==> src/rtl/pc_pkg.sv <==
// Shared definitions for the instruction fetch sequencer.
//   fetch_state_t    : sequencer FSM states
//   PC_STEP          : byte increment between sequential instructions
//   INST_W           : instruction word width
//   RESET_PC_DEFAULT : default reset PC
package pc_pkg;

  typedef enum logic [1:0] {
    IDLE   = 2'd0,
    REQ    = 2'd1,
    HOLD   = 2'd2,
    HALTED = 2'd3
  } fetch_state_t;

  localparam int          PC_STEP          = 4;
  localparam int          INST_W           = 32;
  localparam logic [31:0] RESET_PC_DEFAULT = 32'h0000_0000;

endpackage

==> src/rtl/pc_fetch_sequencer_if.sv <==
// Bundles the fetch sequencer's instruction-memory port, decoder port,
// redirect port and status into one interface.
//   master : the fetch sequencer side
//   slave  : memory / decoder / execute side (the testbench)
interface pc_fetch_sequencer_if #(
  parameter int WIDTH = 32
);
  import pc_pkg::*;

  // instruction memory port
  logic              imem_req;
  logic [WIDTH-1:0]  imem_addr;
  logic              imem_ack;
  logic [INST_W-1:0] imem_rdata;
  // decoder port
  logic              inst_valid;
  logic [INST_W-1:0] inst;
  logic [WIDTH-1:0]  inst_pc;
  logic              inst_ready;
  // redirect from execute
  logic              br_valid;
  logic              br_taken;
  logic [WIDTH-1:0]  br_pc;
  logic [WIDTH-1:0]  br_offset;
  // control / status
  logic              halt;
  logic              misalign;

  modport master (
    output imem_req, imem_addr, inst_valid, inst, inst_pc, misalign,
    input  imem_ack, imem_rdata, inst_ready,
           br_valid, br_taken, br_pc, br_offset, halt
  );

  modport slave (
    input  imem_req, imem_addr, inst_valid, inst, inst_pc, misalign,
    output imem_ack, imem_rdata, inst_ready,
           br_valid, br_taken, br_pc, br_offset, halt
  );

endinterface

==> src/rtl/pc_target_adder.sv <==
// Redirect target computation: taken ? base+offset : base+PC_STEP.
// Purely combinational; sums wrap modulo 2^WIDTH.
//   taken  : select branch offset (1) or fall-through (0)
//   base   : PC of the redirecting instruction
//   offset : signed immediate (two's complement add handles sign)
//   sum    : resulting target
module pc_target_adder
  import pc_pkg::*;
#(
  parameter int WIDTH = 32
) (
  input  logic             taken,
  input  logic [WIDTH-1:0] base,
  input  logic [WIDTH-1:0] offset,
  output logic [WIDTH-1:0] sum
);

  assign sum = taken ? (base + offset) : (base + WIDTH'(PC_STEP));

endmodule

==> src/rtl/pc_fetch_sequencer.sv <==
// Non-pipelined instruction fetch sequencer. Owns the PC, issues one
// req/ack fetch at a time, holds one instruction for the decoder and
// applies execute redirects (immediately, or deferred until the
// outstanding fetch acks).
//   clk  : core clock, rising edge
//   rst  : synchronous active-high reset
//   bus  : pc_fetch_sequencer_if.master (imem, decoder, redirect, halt,
//          misalign)
// Build option PCFETCH_MISALIGN_TRAP_EN: a redirect target with
// bits[1:0]!=0 sets sticky misalign and halts. Without it, target low
// bits are cleared and misalign stays 0.
module pc_fetch_sequencer
  import pc_pkg::*;
#(
  parameter int               WIDTH    = 32,
  parameter logic [WIDTH-1:0] RESET_PC = WIDTH'(RESET_PC_DEFAULT)
) (
  input  logic                  clk,
  input  logic                  rst,
  pc_fetch_sequencer_if.master  bus
);

`ifdef PCFETCH_MISALIGN_TRAP_EN
  localparam bit TRAP_EN = 1'b1;
`else
  localparam bit TRAP_EN = 1'b0;
`endif

  fetch_state_t      state;
  logic [WIDTH-1:0]  pc;
  logic              pend;
  logic [WIDTH-1:0]  pend_tgt;
  logic              req_q;
  logic [WIDTH-1:0]  addr_q;
  logic              ivld_q;
  logic [INST_W-1:0] inst_q;
  logic [WIDTH-1:0]  ipc_q;
  logic              mis_q;

  logic [WIDTH-1:0]  tgt_raw;
  logic [WIDTH-1:0]  tgt;
  logic [WIDTH-1:0]  redir;
  logic [WIDTH-1:0]  pc_inc;
  logic              tgt_mis;
  logic              trap;

  pc_target_adder #(.WIDTH(WIDTH)) u_tgt (
    .taken  (bus.br_taken),
    .base   (bus.br_pc),
    .offset (bus.br_offset),
    .sum    (tgt_raw)
  );

  // Aligned targets are the only ones ever loaded: with the trap on a
  // misaligned target halts instead, so masking is harmless there.
  assign tgt_mis = |tgt_raw[1:0];
  assign tgt     = {tgt_raw[WIDTH-1:2], 2'b00};
  assign trap    = TRAP_EN && bus.br_valid && tgt_mis;
  // A redirect arriving with the ack is newer than any pending one.
  assign redir   = bus.br_valid ? tgt : pend_tgt;
  assign pc_inc  = pc + WIDTH'(PC_STEP);

  always_ff @(posedge clk) begin
    if (rst) begin
      state    <= IDLE;
      pc       <= RESET_PC;
      pend     <= 1'b0;
      pend_tgt <= '0;
      req_q    <= 1'b0;
      addr_q   <= RESET_PC;
      ivld_q   <= 1'b0;
      inst_q   <= '0;
      ipc_q    <= '0;
      mis_q    <= 1'b0;
    end else begin
      case (state)
        IDLE: begin
          state  <= REQ;
          req_q  <= 1'b1;
          addr_q <= pc;
        end
        REQ: begin
          if (trap) begin
            mis_q <= 1'b1;
            pend  <= 1'b0;
            req_q <= 1'b0;
            state <= HALTED;
          end else if (bus.imem_ack) begin
            if (bus.br_valid || pend) begin
              // drop the returned word; re-request at the redirect target
              pc     <= redir;
              addr_q <= redir;
              pend   <= 1'b0;
            end else begin
              inst_q <= bus.imem_rdata;
              ipc_q  <= pc;
              pc     <= pc_inc;
              addr_q <= pc_inc;
              req_q  <= 1'b0;
              ivld_q <= 1'b1;
              state  <= HOLD;
            end
          end else if (bus.br_valid) begin
            // address must stay stable until ack; defer the redirect
            pend     <= 1'b1;
            pend_tgt <= tgt;
          end
        end
        HOLD: begin
          if (trap) begin
            mis_q  <= 1'b1;
            ivld_q <= 1'b0;
            state  <= HALTED;
          end else if (bus.br_valid) begin
            pc     <= tgt;
            addr_q <= tgt;
            ivld_q <= 1'b0;
            if (bus.halt && bus.inst_ready) begin
              state <= HALTED;
            end else begin
              state <= REQ;
              req_q <= 1'b1;
            end
          end else if (bus.inst_ready) begin
            ivld_q <= 1'b0;
            if (bus.halt) begin
              state <= HALTED;
            end else begin
              state  <= REQ;
              req_q  <= 1'b1;
              addr_q <= pc;
            end
          end
        end
        HALTED: begin
          req_q  <= 1'b0;
          ivld_q <= 1'b0;
        end
        default: state <= IDLE;
      endcase
    end
  end

  assign bus.imem_req   = req_q;
  assign bus.imem_addr  = addr_q;
  assign bus.inst_valid = ivld_q;
  assign bus.inst       = inst_q;
  assign bus.inst_pc    = ipc_q;
  assign bus.misalign   = TRAP_EN ? mis_q : 1'b0;

endmodule

==> src/flat_wrapper.sv <==
// flat-port wrapper written by rule: the top's interface ports become plain ports
module pc_fetch_sequencer_flat import pc_pkg::*;
#(
  parameter int               WIDTH    = 32,
  parameter logic [WIDTH-1:0] RESET_PC = WIDTH'(RESET_PC_DEFAULT)
)
  (clk, rst, bus_imem_req, bus_imem_addr, bus_inst_valid, bus_inst, bus_inst_pc, bus_misalign, bus_imem_ack, bus_imem_rdata, bus_inst_ready, bus_br_valid, bus_br_taken, bus_br_pc, bus_br_offset, bus_halt);
  pc_fetch_sequencer_if #(.WIDTH(WIDTH)) bus_i ();
  input  logic clk;
  input  logic rst;
  output wire logic [$bits(bus_i.imem_req)-1:0] bus_imem_req;
  output wire logic [$bits(bus_i.imem_addr)-1:0] bus_imem_addr;
  output wire logic [$bits(bus_i.inst_valid)-1:0] bus_inst_valid;
  output wire logic [$bits(bus_i.inst)-1:0] bus_inst;
  output wire logic [$bits(bus_i.inst_pc)-1:0] bus_inst_pc;
  output wire logic [$bits(bus_i.misalign)-1:0] bus_misalign;
  input wire logic [$bits(bus_i.imem_ack)-1:0] bus_imem_ack;
  input wire logic [$bits(bus_i.imem_rdata)-1:0] bus_imem_rdata;
  input wire logic [$bits(bus_i.inst_ready)-1:0] bus_inst_ready;
  input wire logic [$bits(bus_i.br_valid)-1:0] bus_br_valid;
  input wire logic [$bits(bus_i.br_taken)-1:0] bus_br_taken;
  input wire logic [$bits(bus_i.br_pc)-1:0] bus_br_pc;
  input wire logic [$bits(bus_i.br_offset)-1:0] bus_br_offset;
  input wire logic [$bits(bus_i.halt)-1:0] bus_halt;
  assign bus_imem_req = bus_i.imem_req;
  assign bus_imem_addr = bus_i.imem_addr;
  assign bus_inst_valid = bus_i.inst_valid;
  assign bus_inst = bus_i.inst;
  assign bus_inst_pc = bus_i.inst_pc;
  assign bus_misalign = bus_i.misalign;
  assign bus_i.imem_ack = bus_imem_ack;
  assign bus_i.imem_rdata = bus_imem_rdata;
  assign bus_i.inst_ready = bus_inst_ready;
  assign bus_i.br_valid = bus_br_valid;
  assign bus_i.br_taken = bus_br_taken;
  assign bus_i.br_pc = bus_br_pc;
  assign bus_i.br_offset = bus_br_offset;
  assign bus_i.halt = bus_halt;
  pc_fetch_sequencer #(.WIDTH(WIDTH), .RESET_PC(RESET_PC)) u_core (.clk(clk), .rst(rst), .bus(bus_i));
endmodule
==> config.mk <==
export PLATFORM = sky130hd
export DESIGN_NAME = pc_fetch_sequencer_flat
export DESIGN_NICKNAME = d
export VERILOG_FILES = /design/src/rtl/pc_pkg.sv /design/src/rtl/pc_fetch_sequencer_if.sv /design/src/rtl/pc_target_adder.sv /design/src/rtl/pc_fetch_sequencer.sv /design/src/flat_wrapper.sv
export SDC_FILE = /design/constraint.sdc
export NUM_CORES = 1
export LEC_CHECK = 0
export BUFFER_PORTS_ARGS = -buffer_cell sky130_fd_sc_hd__buf_4
export CORE_MARGIN = 2
export CORE_UTILIZATION = 55
export CTS_BUF_LIST = sky130_fd_sc_hd__clkbuf_16
export CTS_CLUSTER_DIAMETER = 60
export DETAILED_ROUTE_END_ITERATION = 7
export GPL_ROUTABILITY_DRIVEN = 0
export PLACE_DENSITY = 0.9
export SYNTH_ARGS = -nofsm -noshare
export SYNTH_HDL_FRONTEND = slang
export SYNTH_HIERARCHICAL = 1
export SYNTH_SLANG_ARGS = --single-unit
==> constraint.sdc <==
create_clock -name clk -period 5.6 [get_ports clk]
set_input_delay 0.84 -clock clk [delete_from_list [all_inputs] [get_ports clk]]
set_output_delay 0.84 -clock clk [all_outputs]
set_load 0.01 [all_outputs]
; ---- Word-level counts from Yosys, hierarchy flattened
; Index checks and enable logic that the tools add are counted.
[totals]
regBits = 165
input_bits = 103
out_inout_bits = 99
elab_cells = 71
[op_classes]
n_addsub = 3
eq_ne = 10
muxes = 32
n_bitwise = 2
reduce_logical = 15
[ops]
columns = cell, count
row1 = two-way mux 32 bit, 8
row2 = one-hot mux 32 bit (3 select lines), 1
row3 = "adder 32 x 3 -> 32 bit, second input constant", 2
row4 = one-hot mux 32 bit (2 select lines), 1
row5 = adder 32 bit, 1
row6 = two-way mux 1 bit, 13
row7 = two-way mux 2 bit, 6
row8 = AND reduction 4 bit, 3
row9 = "!= test 3 bit, second input constant", 3
row10 = AND reduction 3 bit, 3
row11 = "!= test 2 bit, second input constant", 3
row12 = one-hot mux 2 bit (3 select lines), 1
row13 = nonzero test 3 bit, 2
row14 = AND reduction 5 bit, 1
row15 = "equality test 2 bit, second input constant", 2
row16 = one-hot mux 1 bit (4 select lines), 1
row17 = nonzero test 2 bit, 2
row18 = one-hot mux 1 bit (3 select lines), 1
row19 = "equality test 2 x 1 -> 1 bit, second input constant", 1
row20 = logical NOT 2 bit, 1
row21 = "!= test 2 x 1 -> 1 bit, second input constant", 1
row22 = inverter 1 bit, 2
row23 = AND reduction 2 bit, 1
row24 = logical AND 1 bit, 1
row25 = logical OR 1 bit, 1

; ---- Depth between registers and ports, before layout
; Gate-level depths: netlist of the first run.
[depth]
depth_word = 6
depth_mapped = 15
mapped_depth_nobuf = 15

; ---- Hierarchy
; The synthesis of the first run kept the hierarchy.
[modules_own_cells]
columns = module, instances, cells_per_inst, area_each_um2, seq_area_each_um2
row1 = pc_fetch_sequencer, 1, 1042, 8000.2, 3303.2
row2 = pc_target_adder, 1, 408, 2701.3, 0.0

; ---- Worst setup path before layout of the first run
; Ideal clock, no wire load.
[synth_path]
path_type = in2reg
startpoint = in bus_br_offset[0]
endpoint = reg u_core.pc[26]
setup_ps = 66
t_arrival_ps = 3578
required_time_ps = 5534
setup_slack_ps = 1955
cell_stages = 13
path_buffers = 0
cell_sequence = ha_1 > fa_1 > a21oi_2 > o221ai_2 > o211ai_2 > o31ai_4 > a211oi_2 > nor2_1 > a311oi_1 > nand2b_1 > o31ai_1 > or3b_1 > a21oi_2
[synth_between]
elab_chain_len = 6
elab_cells_between_ends = 7
classes_between = 1 x add/sub / 6 x mux
[synth_rtl]
columns = element, line
row1 = "start, declared", flat_wrapper.sv:23  ; input wire logic [$bits(bus_i.br_offset)-1:0] bus_br_offset;
row2 = adder 32 bit *, pc_target_adder.sv:18  ; assign sum = taken ? (base + offset) : (base + WIDTH'(PC_STEP));
row3 = two-way mux 32 bit *, pc_target_adder.sv:18
row4 = via u_core.tgt_raw[26], pc_fetch_sequencer.sv:40  ; logic [WIDTH-1:0] tgt_raw;
row5 = two-way mux 32 bit, pc_fetch_sequencer.sv:114  ; end else if (bus.br_valid) begin
row6 = two-way mux 32 bit, pc_fetch_sequencer.sv:89  ; if (bus.br_valid || pend) begin
row7 = two-way mux 32 bit, pc_fetch_sequencer.sv:88  ; end else if (bus.imem_ack) begin
row8 = one-hot mux 32 bit (2 select lines) *, pc_fetch_sequencer.sv:76  ; case (state)
row9 = "end signal, assigned", pc_fetch_sequencer.sv:91  ; pc <= redir;
row10 = "end signal, assigned", pc_fetch_sequencer.sv:97  ; pc <= pc_inc;
row11 = "end signal, assigned", pc_fetch_sequencer.sv:115  ; pc <= tgt;
row12 = "end, declared", pc_fetch_sequencer.sv:30  ; logic [WIDTH-1:0] pc;
; Mark *: on every way through the listed nets, which the timed path passes. The rest lies on a longest branch. The select of a mux whose other input is x is not followed.
; A chain may end at the register's enable or synchronous reset.

; ---- Final worst setup path of the first run
[layout_path]
startpoint = in bus_br_pc[4]
endpoint = reg u_core.addr_q[29] (netlist: u_core/bus.imem_addr[29])
[layout_between]
elab_chain_len = 6
elab_cells_between_ends = 8
classes_between = 2 x add/sub / 6 x mux
[layout_rtl]
columns = element, line
row1 = "start, declared", flat_wrapper.sv:22  ; input wire logic [$bits(bus_i.br_pc)-1:0] bus_br_pc;
row2 = adder 32 x 3 -> 32 bit / adder 32 bit (equally long branches), pc_target_adder.sv:18
row3 = two-way mux 32 bit *, pc_target_adder.sv:18
row4 = via u_core.tgt_raw[29], pc_fetch_sequencer.sv:40
row5 = two-way mux 32 bit, --
row6 = two-way mux 32 bit, pc_fetch_sequencer.sv:89
row7 = two-way mux 32 bit, pc_fetch_sequencer.sv:88
row8 = one-hot mux 32 bit (3 select lines) *, pc_fetch_sequencer.sv:76
row9 = "end signal, assigned", pc_fetch_sequencer.sv:80  ; addr_q <= pc;
row10 = "end signal, assigned", pc_fetch_sequencer.sv:92  ; addr_q <= redir;
row11 = "end signal, assigned", pc_fetch_sequencer.sv:98  ; addr_q <= pc_inc;
row12 = "end, declared", pc_fetch_sequencer.sv:34  ; logic [WIDTH-1:0] addr_q;
; Marked as above.

==> results.py, run 1 <==
metrics = {
    "route": {
        "wl_per_cell_um": 19.2,
        "dr.pass1.iters": 8,
        "vias": 11700,
        "via_per_inst": 6.38,
        "drtAntennaViolNets": 0,
        "drc": 2,
        "drt-total-wl_mm": 35.2,
        "first_iter_violations": 1621,
    },
    "worst_setup_path": {
        "cp_max_fo": 5,
        "arrival_ns": 4.10,
        "crit_chain": "buf_4, ha_1, o211ai_1, o21ai_1, a21oi_1, o31ai_2, a31o_1, a211oi_1, a311oi_1, nand2b_1, o31ai_1, a31oi_1, a222oi_1, a21oi_1",
        "cp.required_ns": 5.96,
        "cp_common_cell": "a21oi_1",
        "critical_path_depth": 14,
        "reg2reg_from": "u_core/state[0]$_SDFFE_PP0P_",
        "criticalPathCategory": "input port to flip-flop",
        "worst_path_max_delay_cell": "a311oi_1",
        "slowest_delay_ns": 0.59,
        "r2r-end": "u_core/bus.imem_addr[17]$_SDFFE_PP0P_",
        "reg2reg_depth": 5,
        "critPathTopFamily": "compound AO/OA/AOI/OAI gates",
        "start_kind": "input port",
        "cp-end-kind": "flip-flop",
        "r2r_slack_ns": 2.25,
        "crit_start": "bus_br_pc[4]",
        "cp.buffers_inverters": 1,
        "crit_end": "u_core/bus.imem_addr[29]$_SDFFE_PP0P_",
    },
    "status": {
        "status": "finished, violations left",
        "violations": "DRC",
    },
    "timing": {
        "whs_ns": 0.453,
        "tightest_slew_ns": 1.24,
        "finalMaxSlewViolations": 0,
        "finalSetupViolCount": 0,
        "maxSlewHeadroom": 0.172,
        "period_needed_ns": 3.74,
        "rsz0062_at_grt": "no",
        "tns_ns": 0,
        "skew_ns": 0.0107,
        "fmax_mhz": 267,
        "fin_crit_sh": 0.668,
        "hold_viol_final": 0,
    },
    "global_routing": {
        "gr-total-overflow": 0,
        "antenna_found_initial": 0,
        "grt_max_degree": 70,
        "grt_pass1_vias": 11000,
        "grt_pass1_wl_mm": 54.9,
        "track_usage": 0.334,
    },
    "die": {
        "rows": 50,
        "num_io_pins": 202,
        "die_h_um": 143,
        "core_area_sq_um": 18900,
        "fp.dieW_um": 143,
        "start_util": 0.565,
        "fp.dieArea_sq_um": 20500,
    },
    "clock_tree": {
        "cts_root_buffer": "clkbuf_16",
        "cts-htree-levels": 4,
        "cts_setup_buffers": 0,
        "clk_latency_ns": 0.43,
        "clock_path_buffers": 2,
        "cts_hold_buf": 0,
        "cts_resized": 0,
        "cts_tree": "yes",
        "clock-sinks": 165,
        "clk_pin_slew_ns": 0.07,
        "numCtsBuffers": 17,
    },
    "layout": {
        "syn2layout_area_growth_pct": 19.0,
        "final_nets": 1705,
        "drive_gt1_frac": 0.179,
        "n_antenna_cell": 0,
    },
    "place": {
        "hpwl_mm": 24.2,
        "port_buffers": 200,
    },
    "pwr": {
        "power.density_nw_per_um2": 324,
        "power_mw": 4.12,
        "ir_drop_v": 0.000235,
        "leakage_nw": 5.01,
    },
    "logic_synthesis": {
        "synth_area_sq_um": 10700,
        "synth_warnings": 6,
        "avgSynthCellArea_sq_um": 7.37,
        "synthesis.nets": 1590,
        "synthCells": 1448,
    },
    "flow_run": {
        "drv_cap": 0,
    },
    "worst_hold_path": {
        "hold_path_class": "flip-flop to flip-flop",
    },
}
where the power goes:
part	switching, mW	internal (mW)	leakage, nW
combinational	0.854	0.524	3.38
clock	0.507	0.704	0.291
sequential	0.202	1.33	1.34
total	1.56	2.55	5.01
sequential cells by signal, indices dropped and copies added, names as in the netlist:
| register | count |
|---|---|
| u_core/pc | 32 |
| u_core/bus.imem_addr | 32 |
| u_core/pend | 1 |
| u_core/bus.inst | 32 |
| u_core/state | 2 |
| u_core/bus.imem_req | 1 |
| u_core/bus.inst_pc | 32 |
| u_core/pend_tgt | 32 |
| u_core/bus.inst_valid | 1 |
worst min-delay path by stage:
stage / from / end / slack (ns) / depth (start not counted)
after CTS: u_core/bus.inst_pc[8]$_SDFFE_PP0P_ / u_core/bus.inst_pc[8]$_SDFFE_PP0P_ / 0.46 / 2
after global routing: u_core/bus.inst_pc[4]$_SDFFE_PP0P_ / u_core/bus.inst_pc[4]$_SDFFE_PP0P_ / 0.47 / 2
after detailed placement: u_core/bus.inst_pc[8]$_SDFFE_PP0P_ / u_core/bus.inst_pc[8]$_SDFFE_PP0P_ / 0.45 / 2
final: u_core/bus.inst_pc[8]$_SDFFE_PP0P_ / u_core/bus.inst_pc[8]$_SDFFE_PP0P_ / 0.45 / 2
after floorplan: u_core/pend_tgt[11]$_SDFFE_PP0P_ / u_core/pend_tgt[11]$_SDFFE_PP0P_ / 0.43 / 2
after global placement: u_core/pend_tgt[9]$_SDFFE_PP0P_ / u_core/pend_tgt[9]$_SDFFE_PP0P_ / 0.44 / 2
stage by stage:
step	setup slack (ns)	cells	util	instance area, sq um
finish	1.86	1836	0.672	12700
global placement	1.59	1804	0.640	12100
global route	1.67	1836	0.672	12700
CTS	1.95	1836	0.672	12700
detailed placement	1.52	1804	0.640	12100
floorplan	1.96	1448	-	10700
layout make-up:
class | instances | area (sq um)
Clock buffer | 17 | 425
Clock inverter | 15 | 179
Fill cell | 1602 | 6190
Inverter | 35 | 131
Multi-Input combinational cell | 1132 | 6750
Sequential cell | 165 | 3300
Tap cell | 260 | 325
Timing Repair Buffer | 212 | 1590
cells in the final DEF, fill, tap and decap left out, types with 11 or more instances in the layout:
cell	count
a21oi_1	193
or3_1	11
mux2i_1	24
dfxtp_1	165
xor2_1	27
buf_4	212
ha_1	37
nand4_1	17
nor2_1	77
o21ai_0	111
o31ai_1	11
nand3_1	42
xnor2_1	37
clkbuf_16	17
nor3_1	24
inv_1	36
and3_1	18
a211oi_1	21
a221oi_1	18
a21o_1	17
nand2_1	264
nand2b_1	17
metal layers:
metal  up-vias  track usage  part of all wire
met4         0        0.177             0.056
met5         -            0                 0
met1      5338        0.411              0.37
met3       183       0.0923              0.12
met2       791        0.535              0.45
li1       5401            -                 -
worst register-to-register path: stages, from the launching register on:
cell and delay, ns:
dfxtp_1 0.40, inv_1 0.09, ha_1 0.82, nand2_1 0.93
a221oi_1 0.82, a21oi_1 0.15
Power figures use the tool's default switching activity.
==> run 2: changes to the inputs <==
Settings changed: ABC_AREA set to 1.
Clock period 5.6 ns to 3.6 ns, I/O delays scaled along.
==> run 2 against run 1 <==
  * Flip-flop and latch count is the same
  * Utilization is 1.4 points lower
  * The run still ends with DRC left
  * Final area is 8.2% higher
  * Setup slack lost 1.3 ns
  * Cell count up 28%
==> results.py, run 2 <==
metrics = {
    "layout": {
        "final_common_cell": "nand2_1",
        "layout_common_cells": "nand2_1 (546), buf_4 (212), a21oi_1 (212)",
        "drive_gt1_frac": 0.142,
        "finalNonFillerCells": 2356,
        "fill_cells": 1832,
        "n_antenna_cell": 0,
        "syn2layout_area_growth_pct": 18.2,
        "final_nets": 2210,
    },
    "clock_tree": {
        "cts_tree": "yes",
        "clock-sinks": 165,
        "numCtsBuffers": 17,
        "cts_resized": 0,
        "cts_hold_buf": 0,
        "clk_pin_slew_ns": 0.08,
        "cts_root_buffer": "clkbuf_16",
        "clk_latency_ns": 0.43,
        "clock_path_buffers": 2,
        "cts-htree-levels": 4,
        "cts_setup_buffers": 0,
    },
    "die": {
        "rows": 53,
        "fp.dieArea_sq_um": 22300,
        "fp.dieW_um": 149,
        "core_area_sq_um": 20900,
        "die_h_um": 149,
        "start_util": 0.557,
        "num_io_pins": 202,
    },
    "route": {
        "wl_per_cell_um": 16.9,
        "dr.pass1.iters": 8,
        "via_per_inst": 5.94,
        "drtAntennaViolNets": 0,
        "vias": 14000,
        "drc": 13,
        "drt-total-wl_mm": 39.7,
        "first_iter_violations": 2061,
    },
    "global_routing": {
        "track_usage": 0.344,
        "grt_pass1_wl_mm": 61.8,
        "grt_pass1_vias": 12700,
        "grt_max_degree": 143,
        "antenna_found_initial": 0,
        "gr-total-overflow": 0,
    },
    "timing": {
        "tns_ns": 0,
        "period_needed_ns": 3.00,
        "maxSlewHeadroom": 0.189,
        "fmax_mhz": 334,
        "finalMaxSlewViolations": 0,
        "rsz0062_at_grt": "no",
        "finalSetupViolCount": 0,
        "hold_viol_final": 0,
        "fin_crit_sh": 0.833,
        "tightest_slew_ns": 1.22,
        "skew_ns": 0.0139,
    },
    "worst_setup_path": {
        "cp.required_ns": 3.96,
        "cp_max_fo": 5,
        "r2r_slack_ns": 0.69,
        "reg2reg_depth": 9,
        "arrival_ns": 3.36,
        "cp-end-kind": "flip-flop",
        "start_kind": "input port",
        "r2r-end": "u_core/bus.imem_addr[2]$_SDFFE_PP0P_",
        "reg2reg_from": "u_core/state[0]$_SDFFE_PP0P_",
        "criticalPathCategory": "input port to flip-flop",
    },
    "pwr": {
        "switching_power_mw": 4.33,
        "clkPwrFrac": 0.203,
        "ir_drop_v": 0.000858,
        "power.density_nw_per_um2": 669,
        "p_int_mw": 4.87,
        "comb_power_share": 0.477,
        "sw_frac_of_total": 0.471,
        "leakage_nw": 6.80,
        "power_frac_seq": 0.319,
    },
    "place": {
        "port_buffers": 200,
        "hpwl_mm": 28.1,
        "placedCellCount": 2324,
    },
    "status": {
        "violations": "DRC",
        "status": "finished, violations left",
    },
    "logic_synthesis": {
        "synthCells": 1925,
        "synthesis.nets": 2067,
        "avgSynthCellArea_sq_um": 6.04,
        "synth_area_sq_um": 11600,
        "synth_warnings": 6,
    },
    "worst_hold_path": {
        "worstHoldEndpoint": "u_core/bus.inst[13]$_SDFFE_PP0P_",
        "min_from": "bus_imem_rdata[13]",
        "min_path_cells": 3,
        "hold_path_class": "input port to flip-flop",
    },
    "flow_run": {
        "drv_cap": 0,
    },
}
[run 2: layout make-up]
| class | count | area [sq um] | area share |
|---|---|---|---|
| Timing Repair Buffer | 212 | 1590 | 0.116 |
| Inverter | 206 | 777 | 0.0565 |
| Clock inverter | 15 | 181 | 0.0132 |
| Tap cell | 275 | 344 | 0.0250 |
| Clock buffer | 17 | 425 | 0.0309 |
| Multi-Input combinational cell | 1466 | 7130 | 0.518 |
| Sequential cell | 165 | 3300 | 0.240 |
[run 2: worst max-delay path by stage]
stage | from | end | slack (ns)
finish | bus_br_offset[0] | u_core/bus.imem_addr[12]$_SDFFE_PP0P_ | 0.60
global route | bus_br_offset[0] | u_core/bus.imem_addr[12]$_SDFFE_PP0P_ | 0.45
CTS | bus_br_offset[0] | u_core/bus.imem_addr[12]$_SDFFE_PP0P_ | 0.76
detailed placement | bus_br_offset[0] | u_core/bus.imem_addr[12]$_SDFFE_PP0P_ | 0.33
global placement | bus_br_offset[0] | u_core/bus.imem_addr[12]$_SDFFE_PP0P_ | 0.42
floorplan | bus_br_offset[0] | u_core/bus.imem_addr[16]$_SDFFE_PP0P_ | 1.02
[run 2: power by group through the flow]
stage	clock network, mW	logic [mW]	registers (mW)
floorplan	0	2.81	2.85
global placement	0	4.09	2.91
detailed placement	0	4.18	2.92
CTS	1.88	4.23	2.90
global route	1.95	4.78	2.97
finish	1.87	4.39	2.94
[run 2: layer usage]
layer | routed length (um) | GRT usage | vias to the layer above
met5 | 0 | 0 | -
met4 | 2410 | 0.201 | 0
met2 | 17500 | 0.537 | 1078
li1 | - | - | 6558
met3 | 5360 | 0.0844 | 203
met1 | 14500 | 0.431 | 6150
[run 2: per-stage QoR]
step | setup slack [ns] | area, sq um | hold WS, ns | utilization | power [mW]
5_1_grt | 0.447 | 13700 | 0.324 | 0.658 | 9.71
6_report | 0.602 | 13700 | 0.328 | 0.658 | 9.20
4_1_cts | 0.764 | 13700 | 0.320 | 0.658 | 9.00
3_3_place_gp | 0.421 | 13100 | 0.443 | 0.629 | 7.00
2_1_floorplan | 1.02 | 11600 | 0.433 | - | 5.66
3_5_place_dp | 0.330 | 13100 | 0.450 | 0.629 | 7.10
[run 2: critical path, stage by stage]
cell,delay [ns]
buf_4,0.11
ha_1,0.23
fa_1,0.47
nand3_1,0.13
nand3_1,0.18
nand3_1,0.13
nand3_1,0.25
nand2_1,0.16
inv_1,0.05
o22ai_1,0.39
nand2_1,0.16
nand2_1,0.11
nand2_1,0.05
nand2_1,0.10
nand2_1,0.05
nand2_1,0.06
nand2_1,0.06
a21oi_1,0.13
